<file path="src/rtl/csr_unit.sv">
// csr_unit
//   Machine-mode CSR responder sitting beside riscv_core. Decodes the core's
//   CSR read/write strobes, holds the M-mode trap state (mstatus, mie, mip,
//   mtvec, mepc, mcause, mscratch) and the 64-bit mcycle/minstret counters,
//   and gates the PLIC external interrupt into a request for the core.
//
//   Ports:
//     clk, reset           clock, synchronous active-high reset
//     csr_rd/_addr/_data   combinational read port (data is 0 when not reading)
//     csr_wr/_addr/_data   write port, final value already resolved by the core
//     instret              one pulse per retired instruction
//     EIP                  external interrupt pending level from the PLIC
//     irq_req              interrupt request to the core (MIE & MEIE & EIP)
//     irq_ack, irq_pc      core takes the interrupt, return address to capture
//     mret                 core executes MRET
//     mtvec_out, mepc_out  trap vector base and MRET return address
//     IRQ_complete         one-cycle pulse to the PLIC after an MRET
module csr_unit #(
  parameter logic [31:0] HART_ID  = 32'd0,
  parameter logic [31:0] MISA_VAL = 32'h4000_0100
) (
  input  logic        clk,
  input  logic        reset,
  input  logic        csr_rd,
  input  logic [11:0] csr_rd_addr,
  output logic [31:0] csr_rd_data,
  input  logic        csr_wr,
  input  logic [11:0] csr_wr_addr,
  input  logic [31:0] csr_wr_data,
  input  logic        instret,
  input  logic        EIP,
  output logic        irq_req,
  input  logic        irq_ack,
  input  logic [31:0] irq_pc,
  input  logic        mret,
  output logic [31:0] mtvec_out,
  output logic [31:0] mepc_out,
  output logic        IRQ_complete
);

  localparam logic [11:0] ADDR_MSTATUS   = 12'h300;
  localparam logic [11:0] ADDR_MISA      = 12'h301;
  localparam logic [11:0] ADDR_MIE       = 12'h304;
  localparam logic [11:0] ADDR_MTVEC     = 12'h305;
  localparam logic [11:0] ADDR_MSCRATCH  = 12'h340;
  localparam logic [11:0] ADDR_MEPC      = 12'h341;
  localparam logic [11:0] ADDR_MCAUSE    = 12'h342;
  localparam logic [11:0] ADDR_MIP       = 12'h344;
  localparam logic [11:0] ADDR_MCYCLE    = 12'hB00;
  localparam logic [11:0] ADDR_MINSTRET  = 12'hB02;
  localparam logic [11:0] ADDR_MCYCLEH   = 12'hB80;
  localparam logic [11:0] ADDR_MINSTRETH = 12'hB82;
  localparam logic [11:0] ADDR_CYCLE     = 12'hC00;
  localparam logic [11:0] ADDR_INSTRET   = 12'hC02;
  localparam logic [11:0] ADDR_CYCLEH    = 12'hC80;
  localparam logic [11:0] ADDR_INSTRETH  = 12'hC82;
  localparam logic [11:0] ADDR_MHARTID   = 12'hF14;

  localparam logic [31:0] MCAUSE_MEI     = 32'h8000_000B;
  localparam logic [31:0] EPC_ALIGN_MASK = 32'hFFFF_FFFC;

  // architectural state
  logic        mstatus_mie_r;
  logic        mstatus_mpie_r;
  logic        mie_meie_r;
  logic [31:0] mtvec_r;
  logic [31:0] mscratch_r;
  logic [31:0] mepc_r;
  logic [31:0] mcause_r;
  logic [63:0] mcycle_r;
  logic [63:0] minstret_r;
  logic        irq_complete_r;

  // decoded write enables and next-state values
  logic        wr_mstatus_s;
  logic        wr_mie_s;
  logic        wr_mtvec_s;
  logic        wr_mscratch_s;
  logic        wr_mepc_s;
  logic        wr_mcause_s;
  logic        wr_mcycle_s;
  logic        wr_mcycleh_s;
  logic        wr_minstret_s;
  logic        wr_minstreth_s;
  logic        take_trap_s;
  logic        take_ret_s;
  logic [63:0] mcycle_next_s;
  logic [63:0] minstret_next_s;
  logic [31:0] mstatus_view_s;
  logic [31:0] mie_view_s;
  logic [31:0] mip_view_s;
  logic [31:0] rd_data_s;

  // irq_ack wins over a simultaneous mret
  assign take_trap_s = irq_ack;
  assign take_ret_s  = mret & ~irq_ack;

  assign mstatus_view_s = {24'd0, mstatus_mpie_r, 3'd0, mstatus_mie_r, 3'd0};
  assign mie_view_s     = {20'd0, mie_meie_r, 11'd0};
  assign mip_view_s     = {20'd0, EIP, 11'd0};

  // Write address decode; trap/return sequencing owns mstatus (and mepc/mcause on a trap)
  always_comb begin
    wr_mstatus_s   = 1'b0;
    wr_mie_s       = 1'b0;
    wr_mtvec_s     = 1'b0;
    wr_mscratch_s  = 1'b0;
    wr_mepc_s      = 1'b0;
    wr_mcause_s    = 1'b0;
    wr_mcycle_s    = 1'b0;
    wr_mcycleh_s   = 1'b0;
    wr_minstret_s  = 1'b0;
    wr_minstreth_s = 1'b0;
    if (csr_wr) begin
      case (csr_wr_addr)
        ADDR_MSTATUS:   wr_mstatus_s   = ~take_trap_s & ~take_ret_s;
        ADDR_MIE:       wr_mie_s       = 1'b1;
        ADDR_MTVEC:     wr_mtvec_s     = 1'b1;
        ADDR_MSCRATCH:  wr_mscratch_s  = 1'b1;
        ADDR_MEPC:      wr_mepc_s      = ~take_trap_s;
        ADDR_MCAUSE:    wr_mcause_s    = ~take_trap_s;
        ADDR_MCYCLE:    wr_mcycle_s    = 1'b1;
        ADDR_MCYCLEH:   wr_mcycleh_s   = 1'b1;
        ADDR_MINSTRET:  wr_minstret_s  = 1'b1;
        ADDR_MINSTRETH: wr_minstreth_s = 1'b1;
        default:        wr_mstatus_s   = 1'b0;
      endcase
    end else begin
      wr_mstatus_s = 1'b0;
    end
  end

  // Counter next values: a written half replaces that half and freezes the other for the cycle
  always_comb begin
    mcycle_next_s   = mcycle_r + 64'd1;
    minstret_next_s = minstret_r;
    if (wr_mcycle_s) begin
      mcycle_next_s = {mcycle_r[63:32], csr_wr_data};
    end else if (wr_mcycleh_s) begin
      mcycle_next_s = {csr_wr_data, mcycle_r[31:0]};
    end else begin
      mcycle_next_s = mcycle_r + 64'd1;
    end
    if (wr_minstret_s) begin
      minstret_next_s = {minstret_r[63:32], csr_wr_data};
    end else if (wr_minstreth_s) begin
      minstret_next_s = {csr_wr_data, minstret_r[31:0]};
    end else if (instret) begin
      minstret_next_s = minstret_r + 64'd1;
    end else begin
      minstret_next_s = minstret_r;
    end
  end

  // Read mux; no bypass, so a same-cycle write is not visible until the next cycle
  always_comb begin
    rd_data_s = 32'd0;
    if (csr_rd) begin
      case (csr_rd_addr)
        ADDR_MSTATUS:                 rd_data_s = mstatus_view_s;
        ADDR_MISA:                    rd_data_s = MISA_VAL;
        ADDR_MIE:                     rd_data_s = mie_view_s;
        ADDR_MTVEC:                   rd_data_s = mtvec_r;
        ADDR_MSCRATCH:                rd_data_s = mscratch_r;
        ADDR_MEPC:                    rd_data_s = mepc_r;
        ADDR_MCAUSE:                  rd_data_s = mcause_r;
        ADDR_MIP:                     rd_data_s = mip_view_s;
        ADDR_MCYCLE,   ADDR_CYCLE:    rd_data_s = mcycle_r[31:0];
        ADDR_MCYCLEH,  ADDR_CYCLEH:   rd_data_s = mcycle_r[63:32];
        ADDR_MINSTRET, ADDR_INSTRET:  rd_data_s = minstret_r[31:0];
        ADDR_MINSTRETH, ADDR_INSTRETH: rd_data_s = minstret_r[63:32];
        ADDR_MHARTID:                 rd_data_s = HART_ID;
        default:                      rd_data_s = 32'd0;
      endcase
    end else begin
      rd_data_s = 32'd0;
    end
  end

  // mstatus interrupt-enable stack: trap pushes MIE into MPIE, mret pops it back
  always_ff @(posedge clk) begin
    if (reset) begin
      mstatus_mie_r  <= 1'b0;
      mstatus_mpie_r <= 1'b0;
    end else if (take_trap_s) begin
      mstatus_mpie_r <= mstatus_mie_r;
      mstatus_mie_r  <= 1'b0;
    end else if (take_ret_s) begin
      mstatus_mie_r  <= mstatus_mpie_r;
      mstatus_mpie_r <= 1'b1;
    end else if (wr_mstatus_s) begin
      mstatus_mie_r  <= csr_wr_data[3];
      mstatus_mpie_r <= csr_wr_data[7];
    end
  end

  // Trap capture registers mepc/mcause; the trap overrides software writes
  always_ff @(posedge clk) begin
    if (reset) begin
      mepc_r   <= 32'd0;
      mcause_r <= 32'd0;
    end else begin
      if (take_trap_s) begin
        mepc_r   <= irq_pc & EPC_ALIGN_MASK;
        mcause_r <= MCAUSE_MEI;
      end else begin
        if (wr_mepc_s) begin
          mepc_r <= csr_wr_data & EPC_ALIGN_MASK;
        end
        if (wr_mcause_s) begin
          mcause_r <= csr_wr_data;
        end
      end
    end
  end

  // Plain software-owned registers
  always_ff @(posedge clk) begin
    if (reset) begin
      mie_meie_r <= 1'b0;
      mtvec_r    <= 32'd0;
      mscratch_r <= 32'd0;
    end else begin
      if (wr_mie_s) begin
        mie_meie_r <= csr_wr_data[11];
      end
      if (wr_mtvec_s) begin
        mtvec_r <= csr_wr_data;
      end
      if (wr_mscratch_s) begin
        mscratch_r <= csr_wr_data;
      end
    end
  end

  // 64-bit performance counters
  always_ff @(posedge clk) begin
    if (reset) begin
      mcycle_r   <= 64'd0;
      minstret_r <= 64'd0;
    end else begin
      mcycle_r   <= mcycle_next_s;
      minstret_r <= minstret_next_s;
    end
  end

  // Completion pulse to the PLIC, one cycle after an accepted mret
  always_ff @(posedge clk) begin
    if (reset) begin
      irq_complete_r <= 1'b0;
    end else begin
      irq_complete_r <= take_ret_s;
    end
  end

  assign csr_rd_data  = rd_data_s;
  assign irq_req      = mstatus_mie_r & mie_meie_r & EIP;
  assign mtvec_out    = {mtvec_r[31:2], 2'b00};
  assign mepc_out     = mepc_r;
  assign IRQ_complete = irq_complete_r;

endmodule
</file>
<file path="config.mk">
export PLATFORM = sky130hd
export DESIGN_NAME = csr_unit
export DESIGN_NICKNAME = d
export VERILOG_FILES = /design/src/rtl/csr_unit.sv
export SDC_FILE = /design/constraint.sdc
export NUM_CORES = 1
export LEC_CHECK = 0
export BUFFER_PORTS_ARGS = -buffer_cell sky130_fd_sc_hd__clkbuf_2
export CORE_MARGIN = 4
export CORE_UTILIZATION = 53
export CTS_CLUSTER_DIAMETER = 80
export CTS_CLUSTER_SIZE = 25
export DETAILED_ROUTE_END_ITERATION = 8
export GPL_TIMING_DRIVEN = 0
export PLACE_DENSITY = 0.77
export SYNTH_ARGS = -nofsm -noshare
export SYNTH_HDL_FRONTEND = slang
export SYNTH_SLANG_ARGS = --single-unit
</file>
<file path="constraint.sdc">
create_clock -name clk -period 2.7 [get_ports clk]
set_clock_uncertainty 0.05 [all_clocks]
set_input_delay 0.54 -clock clk [delete_from_list [all_inputs] [get_ports clk]]
set_output_delay 0.54 -clock clk [all_outputs]
set_load 0.01 [all_outputs]
</file>
== Yosys cells after proc, flatten, opt, wreduce, memory -nomap -nowiden ==
Cells that the tools add are included.
Word-level totals
  register bits: 258
  input bits: 96
  output and inout port bits: 98
  logic and storage cells: 99
Operators by class
  equal/unequal tests: 28
  $add $sub $neg: 2
  multiplexer cells: 36
  bitwise operators: 7
  reduce and logical (&&, ||, !) cells: 13
Operators by type and width (count)
  case mux 32 bit (12 select lines): 1
  two-way mux 32 bit: 7
  two-way mux 64 bit: 3
  == test 12 x 10 -> 1 bit, second input constant: 14
  == test 12 bit, second input constant: 12
  adder 64 x 1 -> 64 bit, second input constant: 2
  two-way mux 1 bit: 25
  nonzero test 2 bit: 5
  OR reduction 2 bit: 5
  AND 1 bit: 4
  != test 2 bit, second input constant: 2
  AND reduction 2 bit: 2
  inverter 1 bit: 3
  nonzero test 3 bit: 1

== Logic depth before layout (Yosys ltp) ==
  depth in word-level cells: 9
  depth in mapped cells: 9
  depth with buffers taken out: 7

== Worst setup path before layout ==
No wires, ideal clock.
  kind: input-to-output
  from: input csr_rd_addr[11]
  to: output csr_rd_data[7]
  arrival time: 2.416 ns
  setup slack: -0.306 ns
  stages: 7
  path through: and4bb_2 -> nor4b_1 -> nand2_1 -> clkbuf_1 -> o22ai_1 -> a21oi_1 -> a31oi_1
On the way
  longest elaborated chain between the ends: 4
  elaborated cells between the ends (all ways): 22
  classes of those cells: eq/ne: 16; mux: 2; reduce/logical: 4
Ends and longest elaborated chain
  from (decl): RTL line 25  | input logic [11:0] csr_rd_addr,
  == test 12 bit: RTL line 159  | case (csr_rd_addr)
  OR reduction 2 bit: RTL line 159
  case mux 32 bit (12 select lines) (*): RTL line 159
  two-way mux 32 bit (*): RTL line 158  | if (csr_rd) begin
  to (decl): RTL line 26  | output logic [31:0] csr_rd_data,
Every way passes the cells marked *; elsewhere a longest branch is shown, timed or not.

== Final worst setup path ==
  from: input csr_rd_addr[8]
  to: output csr_rd_data[11]
The elaborated chain is that of the path after synthesis.

==> qor.yml <==
power:
  leakage_component_of_the_power_nw: 6.75
  seq_power_share_pct: 52.4
  intPower_mw: 5.37
  p_switching_mw: 2.05
  power_density_nw_per_um2: 384
  peakVddDrop_mv: 0.499
  power_frac_clock_pct: 37.4
  p_comb_share_pct: 10.2
  fraction_of_power_spent_switching_nets_pct: 27.6
worst_setup_path:
  critical_path_peak_fanout: 5
  crit_path_cell_trace: "buf_6 -> and3b_1 -> o211ai_1 -> nor4_2 -> buf_4 -> buf_6 -> o21ai_4 -> buf_4 -> buf_6 -> a31oi_4 -> buf_6"
  r2r-start: "minstret_r[11]$_SDFFE_PP0P_"
  setup.worst_path.start: "csr_rd_addr[8]"
  crit_type: "input port to output pin"
  endpoint_required_time_on_the_critical_path_ns: 2.11
  timing.critical_path.to_type: "output pin"
  path_common_cell: "sky130_fd_sc_hd__buf_6"
  critical_path_arrival_ns: 2.34
  cpPeakStageDelay_ns: 0.35
  crit_slowest_cell: "sky130_fd_sc_hd__o21ai_4"
  crit_path_start_kind: "input port"
global_routing:
  globalRouteTotalUtil_pct: 41.9
  antenna_found_initial: 1
  gr-usage-met2_pct: 60.4
  global_route.usage.met1_pct: 55.7
  grt-ovfl-total: 0
  grt_pass1_vias: 16200
  global_route_wire_length_before_repair_um: 101000
  grt_start_max_net_pins: 26
  global_route.usage.met3_pct: 11.2
  top_usage_layer: "met2"
timing:
  fin_crit_sh_pct: 108
  post-route-worst-setup-slack_ns: -0.226
  timing.final.setup_violations: 32
  worst_slew_pin_slew_ns: 1.37
  min_clock_period_post_route_ns: 2.93
  fin_worst_hold_slack_ns: 0.194
  slew_headroom_pct: 7.68
  slew_viol_final: 0
  hold_violations: 0
  rsz0062_at_grt: "true"
  max_freq_ghz: 0.342
finish:
  final_cell_mix: "sky130_fd_sc_hd__nand2_1 (283), sky130_fd_sc_hd__dfxtp_1 (251), sky130_fd_sc_hd__nor2_1 (227)"
  final-seq-area_um2: 5170
  fin_nets: 2361
  most_common_cell_after_layout_fill_and_taps_aside: "sky130_fd_sc_hd__nand2_1"
  layout.cells.non_filler: 2654
  area_of_the_multi_input_gates_um2: 10300
  drive_gt1_share_pct: 23.4
  synthToLayoutAreaGrowth_pct: 25.5
  number_of_antenna_repair_diodes: 0
  fillerInstances: 2356
floorplanning:
  top_level_ports: 194
  initial_core_util_pct: 53.6
  fp.dieArea_um2: 31800
  die_h_um: 178
  coreArea_um2: 28700
  row_count: 62
  die_w_um: 178
detailed_routing:
  drtIter0Drc: 3193
  drcViolationCount: 1
  ant_nets: 0
  postRouteWirelength_um: 72200
  routedWlPerCell_um: 27.2
  detailedRoute.firstPassIterationCount: 9
  vias: 18400
  vias_per_inst: 6.92
cts:
  ctsRootBufferMaster: "sky130_fd_sc_hd__clkbuf_16"
  max-clock-path-buffers: 3
  worst_setup_hold_path_clk_slew_ns: 0.10
  cts_hold_buf: 0
  tritoncts.num_buffers: 16
  clkSinkCount: 258
  clk_latency_ns: 0.53
  h-tree-depth: 1
  tritoncts: "done"
min_path:
  hold_path.startpoint: "irq_pc[27]"
  min-delay-path-class: "input port to flop"
synth:
  asr_flop_ratio_synth_pct: 0
  synth-seq-area-share_pct: 33.5
  netlist-cell-type-count: 67
  post_synth_instance_area_um2: 15400
  ys_dominant_reg_cell: "sky130_fd_sc_hd__dfxtp_1"
  ys_seq_elements: 258
  synth_area_per_cell_um2: 7.53
  post_synth_inst_count: 2046
  synthesis.yosys.warnings: 0
  synth_enable_flop_cells: 0
place:
  numPortBuffers: 155
  place.gp.congestion: 1.14
  pre_cts_ws_ns: -1.23
  placedCellCount: 2588
  detailed_place_hpwl_um: 51900
outcome:
  failed_checks: "DRC, setup timing"
  outcome: "finished, violations left"
job:
  maxcap_viol_count: 0
==> state kept, by name, summed over array words and instances (netlist names), 30 cells and up <==
register    count
mscratch_r     32
mcycle_r       64
mepc_out       30
minstret_r     64
mcause_r       32
mtvec_r        32
==> worst max-delay path: cells and delay by family <==
family	cells	cell delay, ns
AO/OA/AOI/OAI	3	0.71
buffers and inverters	6	0.81
AND/OR/NAND/NOR	2	0.27
==> routing by layer <==
layer  part of all wire, %  routed length, µm  up-vias
met1                    36              25800     8464
li1                      -                  -     7728
met3                    15              10600      447
met5                 0.051                 37        -
met4                   9.1               6550        2
met2                    40              29100     1735
==> layout make-up <==
| cell class | instances | share of cell area [%] |
|---|---|---|
| Tap cell | 384 | 2.49 |
| Multi-Input combinational cell | 1552 | 53.4 |
| Clock inverter | 7 | 0.356 |
| Buffer | 206 | 6.68 |
| Timing Repair Buffer | 204 | 7.53 |
| Sequential cell | 258 | 26.8 |
| Inverter | 25 | 0.485 |
| Clock buffer | 18 | 2.27 |
==> synthesized netlist by cell type, types with 6 or more instances <==
master | n | area share [%]
sky130_fd_sc_hd__and3_1 | 19 | 0.77
sky130_fd_sc_hd__mux2i_1 | 110 | 7.2
sky130_fd_sc_hd__a221oi_1 | 40 | 2.3
sky130_fd_sc_hd__buf_1 | 16 | 0.39
sky130_fd_sc_hd__mux2_2 | 32 | 2.3
sky130_fd_sc_hd__a32oi_1 | 6 | 0.34
sky130_fd_sc_hd__buf_4 | 35 | 1.7
sky130_fd_sc_hd__or4_1 | 6 | 0.29
sky130_fd_sc_hd__a31oi_1 | 23 | 0.93
sky130_fd_sc_hd__clkbuf_1 | 138 | 3.4
sky130_fd_sc_hd__nand2_1 | 285 | 6.9
sky130_fd_sc_hd__nor2_1 | 246 | 6.0
sky130_fd_sc_hd__o21ai_0 | 32 | 1.0
sky130_fd_sc_hd__inv_1 | 25 | 0.61
sky130_fd_sc_hd__dfxtp_1 | 258 | 34
sky130_fd_sc_hd__nor4_1 | 35 | 1.4
sky130_fd_sc_hd__clkbuf_2 | 6 | 0.20
sky130_fd_sc_hd__nand4_1 | 52 | 2.1
sky130_fd_sc_hd__or2_2 | 9 | 0.37
sky130_fd_sc_hd__a21oi_1 | 208 | 6.8
sky130_fd_sc_hd__o22ai_1 | 36 | 1.5
sky130_fd_sc_hd__nor4b_1 | 6 | 0.34
sky130_fd_sc_hd__and2_1 | 23 | 0.93
sky130_fd_sc_hd__or3_1 | 17 | 0.69
sky130_fd_sc_hd__a211oi_1 | 74 | 3.6
sky130_fd_sc_hd__nand3_1 | 62 | 2.0
sky130_fd_sc_hd__xnor2_1 | 45 | 2.6
sky130_fd_sc_hd__a22oi_1 | 6 | 0.29
sky130_fd_sc_hd__xor2_1 | 26 | 1.5
sky130_fd_sc_hd__buf_2 | 16 | 0.52
sky130_fd_sc_hd__and4_1 | 10 | 0.57
sky130_fd_sc_hd__nor3b_1 | 7 | 0.34
sky130_fd_sc_hd__nand4b_1 | 12 | 0.68
sky130_fd_sc_hd__nor3_1 | 53 | 1.7
sky130_fd_sc_hd__a21o_1 | 6 | 0.29
==> cells by family (layout without fill, tap and decap cells) <==
family                     Yosys count  in the layout  synth area share, %
muxes                              142            142                 9.49
and+or+nand+nor                    874            874                 27.3
AOI/OAI and AO/OA                  459            459                 18.5
other                                1              4               0.0244
xor gates and xnor gates            71             71                 4.04
buffers and inverters              239            460                 7.00
DFF                                258            258                 33.5
adders and majority gates            2              2                0.162
==> per-stage QoR <==
step	TNS (ns)	power, mW	utilization, %	instance area (µm²)
after floorplan	-0.00758	4.30	-	15400
after global placement	-110.88	4.59	58.1	16700
after detailed placement	-121.56	4.60	58.1	16700
after CTS	-0.407	7.32	64.1	18400
after global routing	-4.45	7.53	67.3	19300
final	-5.08	7.42	67.3	19300
==> repair_timing <==
item / in CTS / in global routing
gates resized for setup: 206 / 200
endpoints found under the setup margin: 127 / 158
gates cloned: 4 / 4
pin swaps: 36 / 40
buffers inserted: 26 / 16
==> final timing paths <==
path | slack, ns | endpoint | cells after the start
setup / recovery | -0.23 | csr_rd_data[11] | 11
hold / removal | 0.19 | mepc_out[27]$_SDFFE_PP0P_ | 3
setup reg to reg | 0.06 | minstret_r[60]$_SDFFE_PP0P_ | 7
hold reg to reg | 0.41 | mscratch_r[26]$_SDFFE_PP0P_ | 2
==> power by group through the flow <==
stage	sequential, mW	combinational, mW	clock, mW
2_1_floorplan	3.97	0.332	0
3_3_place_gp	3.97	0.618	0
3_5_place_dp	3.97	0.625	0
4_1_cts	3.88	0.690	2.75
5_1_grt	3.89	0.773	2.86
6_report	3.89	0.757	2.78
No activity file was read; power rests on OpenSTA's default activity.
